`config.mk`:
```
export PLATFORM = sky130hd
export DESIGN_NAME = plot_ctrl
export DESIGN_NICKNAME = d
export VERILOG_FILES = /design/src/rtl/plot_pkg.sv /design/src/rtl/plot_ctrl_raster_counter.sv /design/src/rtl/plot_ctrl.sv
export SDC_FILE = /design/constraint.sdc
export NUM_CORES = 1
export LEC_CHECK = 0
export BUFFER_PORTS_ARGS = -buffer_cell sky130_fd_sc_hd__buf_4
export CAP_MARGIN = 20
export CORE_AREA = 2 2 109 111
export DETAILED_ROUTE_END_ITERATION = 10
export DIE_AREA = 0 0 111 113
export GPL_TIMING_DRIVEN = 0
export PLACE_DENSITY = 0.37
export SYNTH_ARGS = -nofsm -noshare
export SYNTH_HDL_FRONTEND = slang
export SYNTH_SLANG_ARGS = --single-unit
export TNS_END_PERCENT = 20
```
`constraint.sdc`:
```
create_clock -name clk -period 2.1 [get_ports clk]
set_clock_uncertainty 0.05 [all_clocks]
set_input_delay 0.105 -clock clk [delete_from_list [all_inputs] [get_ports clk]]
set_output_delay 0.105 -clock clk [all_outputs]
set_load 0.01 [all_outputs]
```
`src/rtl/plot_pkg.sv`:
```
// plot_pkg
// Shared definitions for the plot controller slice: the controller state
// enum, the default canvas dimensions and the pen colour width. The canvas
// constants are also what the upstream datapath uses for its max_x/max_y,
// so both sides agree on the drawable area.
package plot_pkg;

  localparam int CANVAS_W = 160;
  localparam int CANVAS_H = 120;
  localparam int COLOUR_W = 3;

  typedef enum logic [1:0] {
    IDLE,
    CLEAR,
    DONE
  } plot_state_e;

  // Width of a counter covering 0..n-1, never narrower than one bit.
  function automatic int cnt_width(input int n);
    return (n > 1) ? $clog2(n) : 1;
  endfunction

endpackage

```
`src/rtl/plot_ctrl_raster_counter.sv`:
```
// raster_counter
// Row-major x/y counter used to sweep the whole canvas. x is the inner
// counter (0..W-1) and y the outer counter (0..H-1).
//
// Ports:
//   clk    in   system clock
//   reset  in   synchronous active-high reset, returns the count to (0,0)
//   start  in   synchronous reload to (0,0); wins over en
//   en     in   advance one pixel
//   x      out  current x position
//   y      out  current y position
//   last   out  high while the count sits on (W-1, H-1)
module raster_counter
  import plot_pkg::*;
#(
  parameter int W = CANVAS_W,
  parameter int H = CANVAS_H
) (
  input  logic                    clk,
  input  logic                    reset,
  input  logic                    start,
  input  logic                    en,
  output logic [cnt_width(W)-1:0] x,
  output logic [cnt_width(H)-1:0] y,
  output logic                    last
);

  localparam int XW = cnt_width(W);
  localparam int YW = cnt_width(H);
  localparam logic [XW-1:0] XMAX = XW'(W - 1);
  localparam logic [YW-1:0] YMAX = YW'(H - 1);

  assign last = (x == XMAX) && (y == YMAX);

  // The counter wraps back to (0,0) after the final pixel so it is ready
  // for the next sweep without needing an explicit start.
  always_ff @(posedge clk) begin
    if (reset || start) begin
      x <= '0;
      y <= '0;
    end else if (en) begin
      if (x == XMAX) begin
        x <= '0;
        if (y == YMAX) begin
          y <= '0;
        end else begin
          y <= y + 1'b1;
        end
      end else begin
        x <= x + 1'b1;
      end
    end
  end

endmodule

```
`src/rtl/plot_ctrl.sv`:
```
// plot_ctrl
// Turns the cursor position and pen colour into single-cycle pixel writes
// for the VGA frame-buffer adapter. A clear request sweeps the whole canvas
// in BG_COLOUR and then redraws the cursor. All outputs are registered.
//
// Configuration macro: PLOT_CTRL_CLEAR_ON_RESET_EN
//   defined   - leaving reset starts a full clear sweep
//   undefined - leaving reset only redraws the cursor
//
// Ports:
//   clk         in   system clock
//   reset       in   synchronous active-high reset
//   xpos, ypos  in   cursor position from the datapath
//   colour_in   in   pen colour
//   clear_req   in   canvas clear request (level or pulse)
//   vga_x/y     out  pixel coordinates to the adapter
//   vga_colour  out  pixel colour
//   vga_plot    out  write strobe, one pixel per high cycle
//   busy        out  high while clearing or finishing a clear
//   clear_done  out  one-cycle pulse at the end of a clear
module plot_ctrl
  import plot_pkg::*;
#(
  parameter int                   WIDTH     = CANVAS_W,
  parameter int                   HEIGHT    = CANVAS_H,
  parameter logic [COLOUR_W-1:0]  BG_COLOUR = 3'b000
) (
  input  logic                clk,
  input  logic                reset,
  input  logic [7:0]          xpos,
  input  logic [7:0]          ypos,
  input  logic [COLOUR_W-1:0] colour_in,
  input  logic                clear_req,
  output logic [7:0]          vga_x,
  output logic [6:0]          vga_y,
  output logic [COLOUR_W-1:0] vga_colour,
  output logic                vga_plot,
  output logic                busy,
  output logic                clear_done
);

  localparam int CXW = cnt_width(WIDTH);
  localparam int CYW = cnt_width(HEIGHT);

`ifdef PLOT_CTRL_CLEAR_ON_RESET_EN
  localparam plot_state_e RESET_STATE = CLEAR;
`else
  localparam plot_state_e RESET_STATE = IDLE;
`endif

  plot_state_e         state, state_next;
  logic [7:0]          last_x, last_x_next;
  logic [7:0]          last_y, last_y_next;
  logic                redraw, redraw_next;
  logic [7:0]          x_next;
  logic [6:0]          y_next;
  logic [COLOUR_W-1:0] colour_next;
  logic                plot_next, busy_next, done_next;

  logic                cnt_start, cnt_en, cnt_last;
  logic [CXW-1:0]      cnt_x;
  logic [CYW-1:0]      cnt_y;

  logic                in_range, moved;

  // The counter always holds the next sweep pixel to emit; it rests at
  // (0,0) outside a sweep, so the entry edge can emit (0,0) directly.
  raster_counter #(
    .W (WIDTH),
    .H (HEIGHT)
  ) u_sweep (
    .clk   (clk),
    .reset (reset),
    .start (cnt_start),
    .en    (cnt_en),
    .x     (cnt_x),
    .y     (cnt_y),
    .last  (cnt_last)
  );

  assign in_range = (int'(xpos) < WIDTH) && (int'(ypos) < HEIGHT);
  assign moved    = redraw || (xpos != last_x) || (ypos != last_y);

  // Next-state and next-output logic. Outputs default to "no write" and
  // the coordinate/colour registers hold their previous values.
  always_comb begin
    state_next  = state;
    last_x_next = last_x;
    last_y_next = last_y;
    redraw_next = redraw;
    x_next      = vga_x;
    y_next      = vga_y;
    colour_next = vga_colour;
    plot_next   = 1'b0;
    busy_next   = 1'b0;
    done_next   = 1'b0;
    cnt_start   = 1'b0;
    cnt_en      = 1'b0;

    case (state)
      IDLE: begin
        if (clear_req) begin
          state_next  = CLEAR;
          plot_next   = 1'b1;
          x_next      = 8'(cnt_x);
          y_next      = 7'(cnt_y);
          colour_next = BG_COLOUR;
          busy_next   = 1'b1;
          cnt_en      = 1'b1;
        end else if (moved) begin
          // Out-of-range positions are still remembered so they do not
          // retrigger every cycle.
          last_x_next = xpos;
          last_y_next = ypos;
          redraw_next = 1'b0;
          if (in_range) begin
            plot_next   = 1'b1;
            x_next      = xpos;
            y_next      = ypos[6:0];
            colour_next = colour_in;
          end
        end
      end

      CLEAR: begin
        plot_next   = 1'b1;
        x_next      = 8'(cnt_x);
        y_next      = 7'(cnt_y);
        colour_next = BG_COLOUR;
        busy_next   = 1'b1;
        if (cnt_last) begin
          state_next = DONE;
          cnt_start  = 1'b1;
        end else begin
          cnt_en = 1'b1;
        end
      end

      DONE: begin
        state_next  = IDLE;
        busy_next   = 1'b1;
        done_next   = 1'b1;
        last_x_next = xpos;
        last_y_next = ypos;
        redraw_next = 1'b0;
        if (in_range) begin
          plot_next   = 1'b1;
          x_next      = xpos;
          y_next      = ypos[6:0];
          colour_next = colour_in;
        end
      end

      default: begin
        state_next = IDLE;
      end
    endcase
  end

  // State and output registers. Reset forces a cursor redraw so the
  // pointer reappears as soon as reset is released.
  always_ff @(posedge clk) begin
    if (reset) begin
      state      <= RESET_STATE;
      last_x     <= '0;
      last_y     <= '0;
      redraw     <= 1'b1;
      vga_x      <= '0;
      vga_y      <= '0;
      vga_colour <= '0;
      vga_plot   <= 1'b0;
      busy       <= 1'b0;
      clear_done <= 1'b0;
    end else begin
      state      <= state_next;
      last_x     <= last_x_next;
      last_y     <= last_y_next;
      redraw     <= redraw_next;
      vga_x      <= x_next;
      vga_y      <= y_next;
      vga_colour <= colour_next;
      vga_plot   <= plot_next;
      busy       <= busy_next;
      clear_done <= done_next;
    end
  end

endmodule

```
# Yosys cells after proc, flatten, opt, wreduce, memory -nomap -nowiden
# Index checks and enable logic that the tools add are counted.
# classes
addsub	2
multipliers	0
n_div	0
magnitude_cmp	2
n_eq_ne	11
n_shift	0
muxes	37
bitwise_logic	0
n_reduce_logical	13
# ops
cell	count
$mux 8	8
$pmux 8 s2	2
$mux 7	4
$pmux 8 s3	1
$pmux 7 s3	1
$ne 8x8->1	2
$mux 1	10
$mux 3	3
$pmux 3 s3	1
$add 8x1->8 const B	1
$eq 8x8->1 const B	1
$lt 8x7->1 const B	1
$lt 8x8->1 const B	1
$ne 2x2->1 const B	4
$add 7x1->7 const B	1
$eq 7x7->1 const B	1
$pmux 1 s2	3
$reduce_and 2->1	3
$mux 2	2
$pmux 2 s2	1
$logic_or 1x1->1	3
$ne 3x3->1 const B	1
$pmux 1 s3	1
$reduce_and 3->1	1
7 further kinds	8
# word_totals
reg_bits	55
latch_bits	0
mem_bits_rw	0
romBits	0
input_bits	22
output_inout_bits	21
word_cells	77
memories	0

# Logic depth before layout (Yosys ltp)
# Gate-level depths: netlist (run 1).
# logic_depth
ltp_word	6
ltp_mapped	9
ltp_nobuf	7

# Cells and area by module
# From an unflattened synthesis (run 1), not the netlist that was laid out.
# hier_totals
cells_unflattened	301
area_unflattened_um2	2829.0
# by_module_without_submodules
module	n_inst	cells_each	area_each_um2	seq_area_each_um2
plot_ctrl	1	220	2057.0	800.8
raster_counter	1	81	772.0	300.3

# Worst setup path before layout (run 1)
# Ideal clock, no wire load.
# synth_timing
path_type	register -> register
startpoint	reg state[0]
endpoint	reg vga_x[3]
setup_ns	0.132
t_arrival_ns	1.732
required_ns	1.918
slack_ns	0.186
stages_incl_launch_ff	7
n_path_buf	1
period_less_slack_ns	1.914
path_cell_list	dfxtp_1 inv_1 ha_1 mux2_2 clkbuf_1 a221oi_1 nor3_1
# synth_between
elab_chain_len	3
word_cells_on_any_way	7
cone_classes	eq/ne: 3; mux: 1; reduce/logical: 3
# synth_rtl
item	line_no	rtl
from (decl)	plot_ctrl.sv:51	plot_state_e state, state_next;
from (signal assigned)	plot_ctrl.sv:175	state <= state_next;
$eq 2x2->1, or another cell as far along	plot_ctrl.sv:100	case (state)
$reduce_bool 3->1 (no source line) / $ne 3x3->1 (equally long branches)	--	
$reduce_and 2->1 (no source line)	--	
to (signal assigned)	plot_ctrl.sv:179	vga_x <= x_next;
to (decl)	plot_ctrl.sv:34	output logic [7:0] vga_x,
# Parallel ways exist; a longest one is shown, timed or not.
# A chain may end at the register's enable or synchronous reset.

# Final worst setup path (run 1)
# layout_timing
startpoint	reg last_y[0]
endpoint	reg vga_y[0]
# layout_between
elab_chain_len	4
# layout_rtl
item	line_no	rtl
from (decl)	plot_ctrl.sv:53	logic [7:0] last_y, last_y_next;
from (signal assigned)	plot_ctrl.sv:177	last_y <= last_y_next;
$ne 8x8->1	plot_ctrl.sv:82	assign moved = redraw || (xpos != last_x) || (ypos != last_y);
$logic_or 1x1->1	plot_ctrl.sv:82	
$ne 3x3->1 (no source line)	--	
$reduce_and 2->1 (no source line)	--	
to (signal assigned)	plot_ctrl.sv:180	vga_y <= y_next;
to (decl)	plot_ctrl.sv:35	output logic [6:0] vga_y,
# No other way between the ends.

==> run_results.csv, run 1 <==
group,metric,value,unit
critical_path,critical_path.cell_chain,"xor2_2 > nor4_2 > nand3_2 > buf_6 > o32ai_4 > buf_6 > buf_4 > a221oi_1 > nor3_1",
timing,finalHoldViolCount,0,
logic_synthesis,yosys.cell_count.top_type,"sky130_fd_sc_hd__dfxtp_1",
critical_path,critical-path-top-delay-family,"simple AND/OR/NAND/NOR gates",
global_routing,globalRouteTotalUtil,0.1281,
route,antenna_left,0,
cells_and_area,area.growth.synth_to_final,30.83,%
die,chipHeight,113,um
logic_synthesis,ys_ff_latch,55,
logic_synthesis,yosys.area.top_type,"sky130_fd_sc_hd__dfxtp_1",
power,share_comb_of_total_power,0.235,
critical_path,rr_endpoint,"vga_y[0]$_SDFFE_PP0P_",
clocking,cts.root.buffer_cell,"sky130_fd_sc_hd__clkbuf_16",
global_routing,grt_pass1_vias,2152,
global_routing,globalRoute.totalOverflow,0,
logic_synthesis,syn_avg_cell_area,9.382,um^2
route,avgRoutedWirePerCell,16.22,um
timing,slew_headroom,0.6005,
outcome,run_status,"completed",
route,vias,2312,
cells_and_area,n_antenna_cell,0,
timing,final.setup.tns,0,ns
critical_path,crit_type,"flip-flop to flip-flop",
clocking,sink_count_of_the_clock_tree,55,
critical_path,worst_ep_arrival_time,2.16,ns
cells_and_area,fin_nets,388,
die,fp-row-count,39,
timing,timing.final.crit_period,2.016,ns
timing,worst_hold_slack,0.02002,ns
global_routing,grt_start_max_net_pins,15,
critical_path,max_stage_delay,0.33,ns
clocking,ctsLongestPathBuffers,2,
critical_path,worstSetupStartpoint,"last_y[0]$_SDFFE_PP0P_",
route,vias_per_cell,4.606,
cells_and_area,drive_gt1_frac,0.3092,
clocking,clock_latency,0.29,ns
worst_hold_path,hold_path.class,"input port to flip-flop",
timing,achievable-frequency,0.4960,GHz
power,netSwitchingPower,726.1,uW
placed_design,gpl.final_weighted_congestion,0.7576,
logic_synthesis,synth_top_flop_cell,"sky130_fd_sc_hd__dfxtp_1",
power,power.density_cell_area,708.8,nW/um^2
logic_synthesis,synth.top_cells.by_area,"sky130_fd_sc_hd__dfxtp_1, sky130_fd_sc_hd__xor2_1, sky130_fd_sc_hd__nor2_1",
logic_synthesis,mappedNetlistNets,323,
placed_design,numPortBuffers,41,
cells_and_area,final_util,0.3212,
clocking,h-tree-depth,2,
die,placeableCoreArea,11270,um^2
route,detail_route.wirelength,8140,um
clocking,cts_buffers,5,
run,maxCapViolCount,0,
critical_path,regToRegStartpoint,"last_y[0]$_SDFFE_PP0P_",
logic_synthesis,synth_top_cell_area_share,0.3978,
logic_synthesis,ys_types,42,
power,peakVddDrop,0.3018,mV
timing,rsz_0062_raised_after_global_routing,"true",
logic_synthesis,synth_area,2768,um^2
logic_synthesis,synthCells,295,
clocking,cts_tree,"done",
logic_synthesis,synth.top_cells.by_count,"sky130_fd_sc_hd__dfxtp_1, sky130_fd_sc_hd__nor2_1, sky130_fd_sc_hd__xor2_1",
critical_path,cp-endpoint,"vga_y[0]$_SDFFE_PP0P_",
global_routing,grt_pass1_wl,12320,um
power,power.leakage,1.519,nW
critical_path,end_kind,"flip-flop",
timing,timing_max_transition_violations_final,0,
global_routing,grt_antenna_before_repair,0,
critical_path,worst_r2r_path_depth,9,
timing,final.period_utilization,0.9600,
route,drt_first_pass_iters,4,
die,boundaryPins,43,
die,die_area,12540,um^2
critical_path,critical_path.n_buffers_inverters,3,
route,drc_errors,0,
power,cell_internal_power,1.841,mW
logic_synthesis,synth_edf_count,0,
route,detail_route.iter0.violations,90,
critical_path,worst_reg2reg_setup_slack,0.08,ns
logic_synthesis,synth_warnings,0,
placed_design,dp_hpwl,5952,um
critical_path,worst-endpoint-required,2.25,ns
critical_path,critical-path-top-cell-by-count,"sky130_fd_sc_hd__buf_6",
logic_synthesis,yosysSeqAreaShare,0.3978,
critical_path,crit_path_top_delay_cell,"sky130_fd_sc_hd__dfxtp_2",
power,clock_power_share,0.310,
critical_path,timing.critical_path.from_type,"flip-flop",
power,seq_power_share,0.455,
power,design_power_total,2.567,mW
critical_path,worst-path-stages,9,
power,switching_share,0.2829,
die,starting_density_of_the_core,0.2455,
timing,finalSetupViolCount,0,
critical_path,path_max_fanout,4,
logic_synthesis,synthArstFlopShare,0,
die,die_width,111,um
clocking,path_clk_slew,0.07,ns
timing,worstMarginPinSlew,0.5993,ns
-- cells by family after synthesis --
kind of cell | Yosys count | share of synthesized area
muxes | 32 | 0.1225
DFF | 55 | 0.3978
and+or+nand+nor | 107 | 0.1845
buffers and inverters | 18 | 0.03933
xor gates and xnor gates | 27 | 0.08544
AOI/OAI and AO/OA | 50 | 0.1433
adders and majority gates | 6 | 0.02712
-- routing by layer --
metal | global-route usage | wire, um
met3 | 0.02785 | 260
met5 | 0 | 0
met2 | 0.2016 | 3803
met1 | 0.1777 | 3987
met4 | 0.03583 | 88
-- cell usage in the layout (no fill, tap or decap), drive strengths merged, types with 2 or more instances in the layout --
master	count
a21oi	15
mux2i	17
nand3	8
inv	4
nor2	47
nor3	17
mux2	15
buf	63
o21ai	10
clkbuf	15
nand2	14
xor2	25
dfxtp	55
a21o	3
nand4	6
ha	6
xnor2	2
a221oi	14
nor4	3
or2	3
a311oi	2
nand2b	4
and3	2
-- metrics by stage --
stage / cells / setup WS, ns / area [um^2]
after floorplan: 295 / 0.1862 / 2768
after global placement: 479 / -0.2773 / 3254
after detailed placement: 479 / -0.2174 / 3254
after CTS: 487 / 0.005510 / 3418
after global routing: 502 / -0.06156 / 3621
final: 502 / 0.08395 / 3621
-- power by group through the flow --
stage	registers (mW)	clock network (mW)	logic (mW)
after floorplan	1.19	0	0.332
after global placement	1.19	0	0.531
after detailed placement	1.19	0	0.530
after CTS	1.17	0.829	0.544
after global routing	1.18	0.870	0.658
final	1.17	0.797	0.603
-- area by class of cell --
class | count | area [um^2]
fillers | 1161 | 7651
multi-input cells | 222 | 1630
flip-flops and latches | 55 | 1105
repair buffers | 58 | 460.4
well taps | 143 | 178.9
clock buffers | 6 | 128.9
plain buffers | 14 | 102.6
inverters | 4 | 15.01
-- state kept, by name (all words and copies together), names as in the netlist --
register and count:
last_x 8, redraw 1, state 2, vga_y 7, busy 1, vga_plot 1
last_y 8, vga_x 8, u_sweep.y 7, vga_colour 3, u_sweep.x 8, clear_done 1
-- how the worst min path moves through the flow --
stage | endpoint | start | depth (start not counted) | slack, ns
final | last_x[4]$_SDFFE_PP0P_ | xpos[4] | 3 | 0.02
after global placement | last_y[7]$_SDFFE_PP0P_ | ypos[7] | 3 | 0.32
after global routing | vga_colour[0]$_SDFFE_PP0P_ | colour_in[0] | 3 | 0.02
after detailed placement | last_y[7]$_SDFFE_PP0P_ | ypos[7] | 3 | 0.33
after CTS | vga_colour[1]$_SDFFE_PP0P_ | colour_in[1] | 3 | 0.02
after floorplan | last_x[0]$_SDFFE_PP0P_ | xpos[0] | 2 | 0.20
-- timing repair --
action / in CTS / in global routing
gates cloned: 0 / 2
setup endpoints to repair: 34 / 38
pin swaps: 5 / 10
resized for setup: 7 / 20
hold buffers: 0 / 0
buffers inserted: 2 / 13
-- worst register-to-register path: cells and delay by family (launching register included) --
kind / cells / cell delay [ns]
buf+inv: 3 / 0.42
xor+xnor: 1 / 0.16
compound gates: 2 / 0.29
flops: 1 / 0.33
simple gates: 3 / 0.68
(Power assumes the default switching activity.)
==> inputs of run 2 (changes only) <==
Settings changed: CAP_MARGIN 20 to not set, CORE_AREA 2 2 109 111 to 2 2 74 76, DIE_AREA 0 0 111 113 to 0 0 76 78, PLACE_DENSITY 0.37 to 0.73.
Clock period 2.1 ns to 2.25 ns, I/O delays scaled along.
==> run 2 against run 1 <==
Non-clock buffer count down 14. Final cell count down 17%. Wire length down 21%. Core utilization up 33 points. Clock-buffer cell count unchanged. Via count down 1.6%. First-iteration DRC count up 32%. Largest power group unchanged.
==> run_results.csv, run 2 (synthesis results as in run 1) <==
group,metric,value,unit
outcome,run_status,"completed",
route,vias_per_cell,5.482,
power,power.density_cell_area,633.4,nW/um^2
route,detail_route.wirelength,6459,um
global_routing,grt_start_max_net_pins,15,
cells_and_area,n_antenna_cell,0,
cells_and_area,area.growth.synth_to_final,18.49,%
run,maxCapViolCount,0,
global_routing,grt_util_met1,0.3053,
timing,rsz_0062_raised_after_global_routing,"true",
cells_and_area,fin_nets,374,
clocking,h-tree-depth,2,
global_routing,globalRoute.totalOverflow,0,
clocking,sink_count_of_the_clock_tree,55,
power,design_power_total,2.077,mW
critical_path,worst_ep_arrival_time,2.26,ns
clocking,ctsLongestPathBuffers,2,
die,die_area,5928,um^2
critical_path,worst-endpoint-required,2.38,ns
placed_design,dp_slack,-0.02774,ns
power,seq_power_share,0.522,
die,boundaryPins,43,
timing,finalSetupViolCount,0,
timing,timing.final.crit_period,2.133,ns
critical_path,timing.critical_path.from_type,"flip-flop",
cells_and_area,final_common_cell,"sky130_fd_sc_hd__dfxtp_1",
cells_and_area,most-common-layout-cells,"sky130_fd_sc_hd__dfxtp_1, sky130_fd_sc_hd__nor2_1, sky130_fd_sc_hd__buf_4, sky130_fd_sc_hd__xor2_1, sky130_fd_sc_hd__mux2i_1",
cells_and_area,instances_no_fill,415,
route,drt_first_pass_iters,4,
timing,worstMarginPinSlew,0.5066,ns
clocking,cts_buffers,5,
power,clock_power_share,0.244,
global_routing,grt_antenna_before_repair,0,
route,vias,2275,
timing,finalHoldViolCount,0,
global_routing,globalRoute.busiestLayer,"met2",
clocking,cts.root.buffer_cell,"sky130_fd_sc_hd__clkbuf_8",
worst_hold_path,hold_path.class,"input port to flip-flop",
clocking,cts_tree,"done",
power,netSwitchingPower,598.5,uW
placed_design,dp_hpwl,4828,um
timing,final.setup.tns,0,ns
global_routing,globalRouteTotalUtil,0.2304,
clocking,path_clk_slew,0.10,ns
critical_path,end_kind,"flip-flop",
cells_and_area,multi_input_comb_area,1577,um^2
global_routing,use_met2,0.3830,
power,power.leakage,1.384,nW
global_routing,grt_pass1_vias,2227,
cells_and_area,fillCellCount,450,
power,switching_share,0.2881,
die,chipHeight,78,um
die,fp-row-count,26,
timing,worst_slack,0.1173,ns
placed_design,gpl.final_weighted_congestion,0.8515,
clocking,clock_latency,0.31,ns
route,drc_errors,0,
placed_design,dp_cell_count,406,
global_routing,grt.met3_usage,0.04535,
timing,slew_headroom,0.6623,
cells_and_area,drive_gt1_frac,0.2551,
timing,achievable-frequency,0.4689,GHz
placed_design,numPortBuffers,41,
die,starting_density_of_the_core,0.5489,
route,antenna_left,0,
power,peakVddDrop,0.3991,mV
route,detail_route.iter0.violations,119,
cells_and_area,final_util,0.6504,
timing,timing_max_transition_violations_final,0,
die,die_width,76,um
power,cell_internal_power,1.479,mW
critical_path,crit_path_top_delay_cell,"sky130_fd_sc_hd__mux2_2",
critical_path,max_stage_delay,0.41,ns
timing,final.period_utilization,0.9479,
critical_path,crit_type,"flip-flop to flip-flop",
route,avgRoutedWirePerCell,15.56,um
critical_path,path_max_fanout,10,
global_routing,grt_pass1_wl,10920,um
critical_path,critical_path.cell_chain,"inv_1 > ha_2 > mux2_2 > clkbuf_1 > a221oi_1 > nor3_1",
die,placeableCoreArea,5042,um^2
cells_and_area,sequential_cell_area,1101,um^2
power,share_comb_of_total_power,0.234,
## run 2: cell types whose count changed in the layout (fill, tap and decap cells not counted), sizes merged
cell / before / now
buf: 63 / 50
clkbuf: 15 / 14
## run 2: cell type report
class | count | area share
Tap cell | 70 | 0.02671
Timing Repair Buffer | 44 | 0.1007
Buffer | 14 | 0.02938
Sequential cell | 55 | 0.3358
Clock buffer | 6 | 0.02213
Multi-Input combinational cell | 222 | 0.4807
Inverter | 4 | 0.004578
## run 2: worst max-delay path, delay by kind of cell, from the launching register on
kind / cells / cell delay, ns
simple gates: 1 / 0.07
compound gates: 1 / 0.37
buf+inv: 2 / 0.32
flops: 1 / 0.39
mux: 1 / 0.41
fa+ha+maj: 1 / 0.40
## run 2: what timing repair did
action / CTS / global route
gates resized for setup: 2 / 7
setup endpoints to repair: 6 / 20
endpoints found under the hold margin: 0 / 0
pin swaps: 0 / 1
setup buffers: 0 / 3
hold buffers: 0 / 0
## run 2: path summary, 6_finish.rpt
path	from	end	slack (ns)	depth (start not counted)
worst min-delay path	ypos[7]	last_y[7]$_SDFFE_PP0P_	0.02	3
worst min register to register	redraw$_SDFFE_PP1P_	redraw$_SDFFE_PP1P_	0.41	1
worst max-delay path	state[0]$_SDFFE_PP0P_	vga_x[5]$_SDFFE_PP0P_	0.12	6
worst max register to register	state[0]$_SDFFE_PP0P_	vga_x[5]$_SDFFE_PP0P_	0.12	6
## run 2: per-layer routing
layer	vias to the layer above	share of wire
met4	0	0.0090
met2	57	0.47
met3	5	0.052
met5	-	0
li1	1145	-
met1	1068	0.47
## run 2: metrics by stage
| stage | hold slack [ns] | cell area, um^2 |
|---|---|---|
| detailed placement | 0.3367 | 3163 |
| global placement | 0.3250 | 3163 |
| floorplan | 0.2064 | 2768 |
| finish | 0.01807 | 3279 |
| CTS | 0.004869 | 3247 |
| global route | 0.02762 | 3279 |
## run 2: power groups by stage
stage | Sequential [mW] | Combinational, mW | Clock, mW
6_report | 1.08 | 0.486 | 0.506
5_1_grt | 1.10 | 0.531 | 0.560
4_1_cts | 1.08 | 0.480 | 0.524
3_5_place_dp | 1.11 | 0.475 | 0
3_3_place_gp | 1.11 | 0.469 | 0
2_1_floorplan | 1.11 | 0.309 | 0
==> inputs of run 3 (changes only) <==
Settings changed: GPL_ROUTABILITY_DRIVEN set to 0, MAX_ROUTING_LAYER set to met4, RECOVER_POWER set to 25.
==> run 3 against run 2 <==
Core utilization shrank 1.3 points. Sequential cell count is the same. Clock-buffer cell count is the same. Wire length shrank 0.23%. Combinational power shrank 4%. Worst setup slack gained 0.0028 ns. Via count grew 0.31%. First-iteration DRC count grew 11%. Hold slack gained 0.0036 ns. Clock power is essentially flat. Sequential power is essentially flat. Highest routed layer unchanged.
==> run_results.csv, run 3 (synthesis results as in run 1) <==
group,metric,value,unit
timing,worstMarginPinSlew,0.5030,ns
global_routing,globalRouteTotalUtil,0.2377,
timing,achievable-frequency,0.4695,GHz
die,fp-row-count,26,
power,design_power_total,2.055,mW
clocking,h-tree-depth,2,
placed_design,dp_cell_count,406,
placed_design,placed_area,3163,um^2
cells_and_area,fin_nets,374,
cells_and_area,area.growth.synth_to_final,16.05,%
die,die_area,5928,um^2
cells_and_area,n_antenna_cell,0,
clocking,path_clk_slew,0.09,ns
route,drc_errors,0,
timing,timing_max_transition_violations_final,0,
route,detail_route.wirelength,6444,um
critical_path,end_kind,"flip-flop",
clocking,cts_hold_buf,0,
global_routing,grt.met3_usage,0.05233,
global_routing,globalRoute.totalOverflow,0,
critical_path,worst-endpoint-required,2.38,ns
die,placeableCoreArea,5042,um^2
power,power.leakage,1.309,nW
global_routing,grt_pass1_wl,10920,um
placed_design,dp_slack,-0.02774,ns
die,starting_density_of_the_core,0.5489,
die,boundaryPins,43,
critical_path,timing.critical_path.from_type,"flip-flop",
cells_and_area,final_common_cell,"sky130_fd_sc_hd__dfxtp_1",
power,peakVddDrop,0.3972,mV
global_routing,globalRoute.busiestLayer,"met2",
clocking,cts_tree,"done",
timing,worst_hold_slack,0.02164,ns
run,maxCapViolCount,0,
route,vias,2282,
global_routing,grt_util_met1,0.3053,
route,antenna_left,0,
timing,timing.final.crit_period,2.130,ns
route,avgRoutedWirePerCell,15.53,um
timing,slew_headroom,0.6647,
timing,final.period_utilization,0.9467,
timing,finalHoldViolCount,0,
route,drt_first_pass_iters,4,
clocking,ctsLongestPathBuffers,2,
global_routing,grt_antenna_before_repair,0,
cells_and_area,final_area,3212,um^2
global_routing,grt_pass1_vias,2237,
cells_and_area,instances_no_fill,415,
power,power.density_cell_area,639.8,nW/um^2
timing,final.setup.tns,0,ns
global_routing,grt_start_max_net_pins,15,
die,die_width,76,um
critical_path,crit_type,"flip-flop to flip-flop",
outcome,run_status,"completed",
cells_and_area,drive_gt1_frac,0.2029,
cells_and_area,final_util,0.6370,
clocking,clock_latency,0.30,ns
timing,worst_slack,0.1200,ns
clocking,cts.root.buffer_cell,"sky130_fd_sc_hd__clkbuf_8",
die,chipHeight,78,um
placed_design,dp_hpwl,4828,um
route,detail_route.iter0.violations,132,
cells_and_area,most-common-layout-cells,"sky130_fd_sc_hd__dfxtp_1, sky130_fd_sc_hd__nor2_1, sky130_fd_sc_hd__buf_4, sky130_fd_sc_hd__clkbuf_1, sky130_fd_sc_hd__xor2_1",
placed_design,numPortBuffers,41,
global_routing,use_met2,0.3830,
timing,finalSetupViolCount,0,
critical_path,worst_ep_arrival_time,2.26,ns
worst_hold_path,hold_path.class,"input port to flip-flop",
clocking,cts_buffers,5,
timing,rsz_0062_raised_after_global_routing,"true",
critical_path,path_max_fanout,10,
clocking,sink_count_of_the_clock_tree,55,
route,vias_per_cell,5.499,
run 3: changes by cell type in the layout (fill, tap and decap cells not counted), sizes merged:
cell | before | now
buf | 50 | 32
clkbuf | 14 | 32
run 3: report_power, final:
part	switching [mW]	internal [mW]
combinational	0.254	0.214
sequential	0.0464	1.04
clock	0.294	0.208
run 3: repair_timing:
item,in CTS,in global routing
setup endpoints to repair,6,20
pin swaps,0,1
gates resized for setup,2,7
setup buffers,0,3
endpoints found under the hold margin,0,0
run 3: worst paths after layout:
check	start	end	slack [ns]	depth (start not counted)
setup / recovery	state[0]$_SDFFE_PP0P_	vga_x[5]$_SDFFE_PP0P_	0.12	6
hold / removal	colour_in[2]	vga_colour[2]$_SDFFE_PP0P_	0.02	3
setup reg to reg	state[0]$_SDFFE_PP0P_	vga_x[5]$_SDFFE_PP0P_	0.12	6
hold reg to reg	redraw$_SDFFE_PP1P_	redraw$_SDFFE_PP1P_	0.41	1
run 3: final cells by class:
type / instances / area [um^2]
Tap cell: 70 / 87.58
Fill cell: 471 / 1831
Timing Repair Buffer: 44 / 262.8
Buffer: 14 / 96.34
Inverter: 4 / 15.01
Clock buffer: 6 / 72.57
Sequential cell: 55 / 1101
Multi-Input combinational cell: 222 / 1577
run 3: per-layer routing:
metal  wire length, um  vias up  part of all wire
met3               252        8             0.039
met4                75        0             0.012
met5                 0        -                 0
met1              3109     1084              0.48
li1                  -     1145                 -
met2              3007       45              0.47
run 3: worst max-delay path, cell delays in order, from the launching register on:
cell	delay [ns]
sky130_fd_sc_hd__dfxtp_1	0.39
sky130_fd_sc_hd__inv_1	0.08
sky130_fd_sc_hd__ha_2	0.40
sky130_fd_sc_hd__mux2_2	0.41
sky130_fd_sc_hd__clkbuf_1	0.23
sky130_fd_sc_hd__a221oi_1	0.37
sky130_fd_sc_hd__nor3_1	0.07
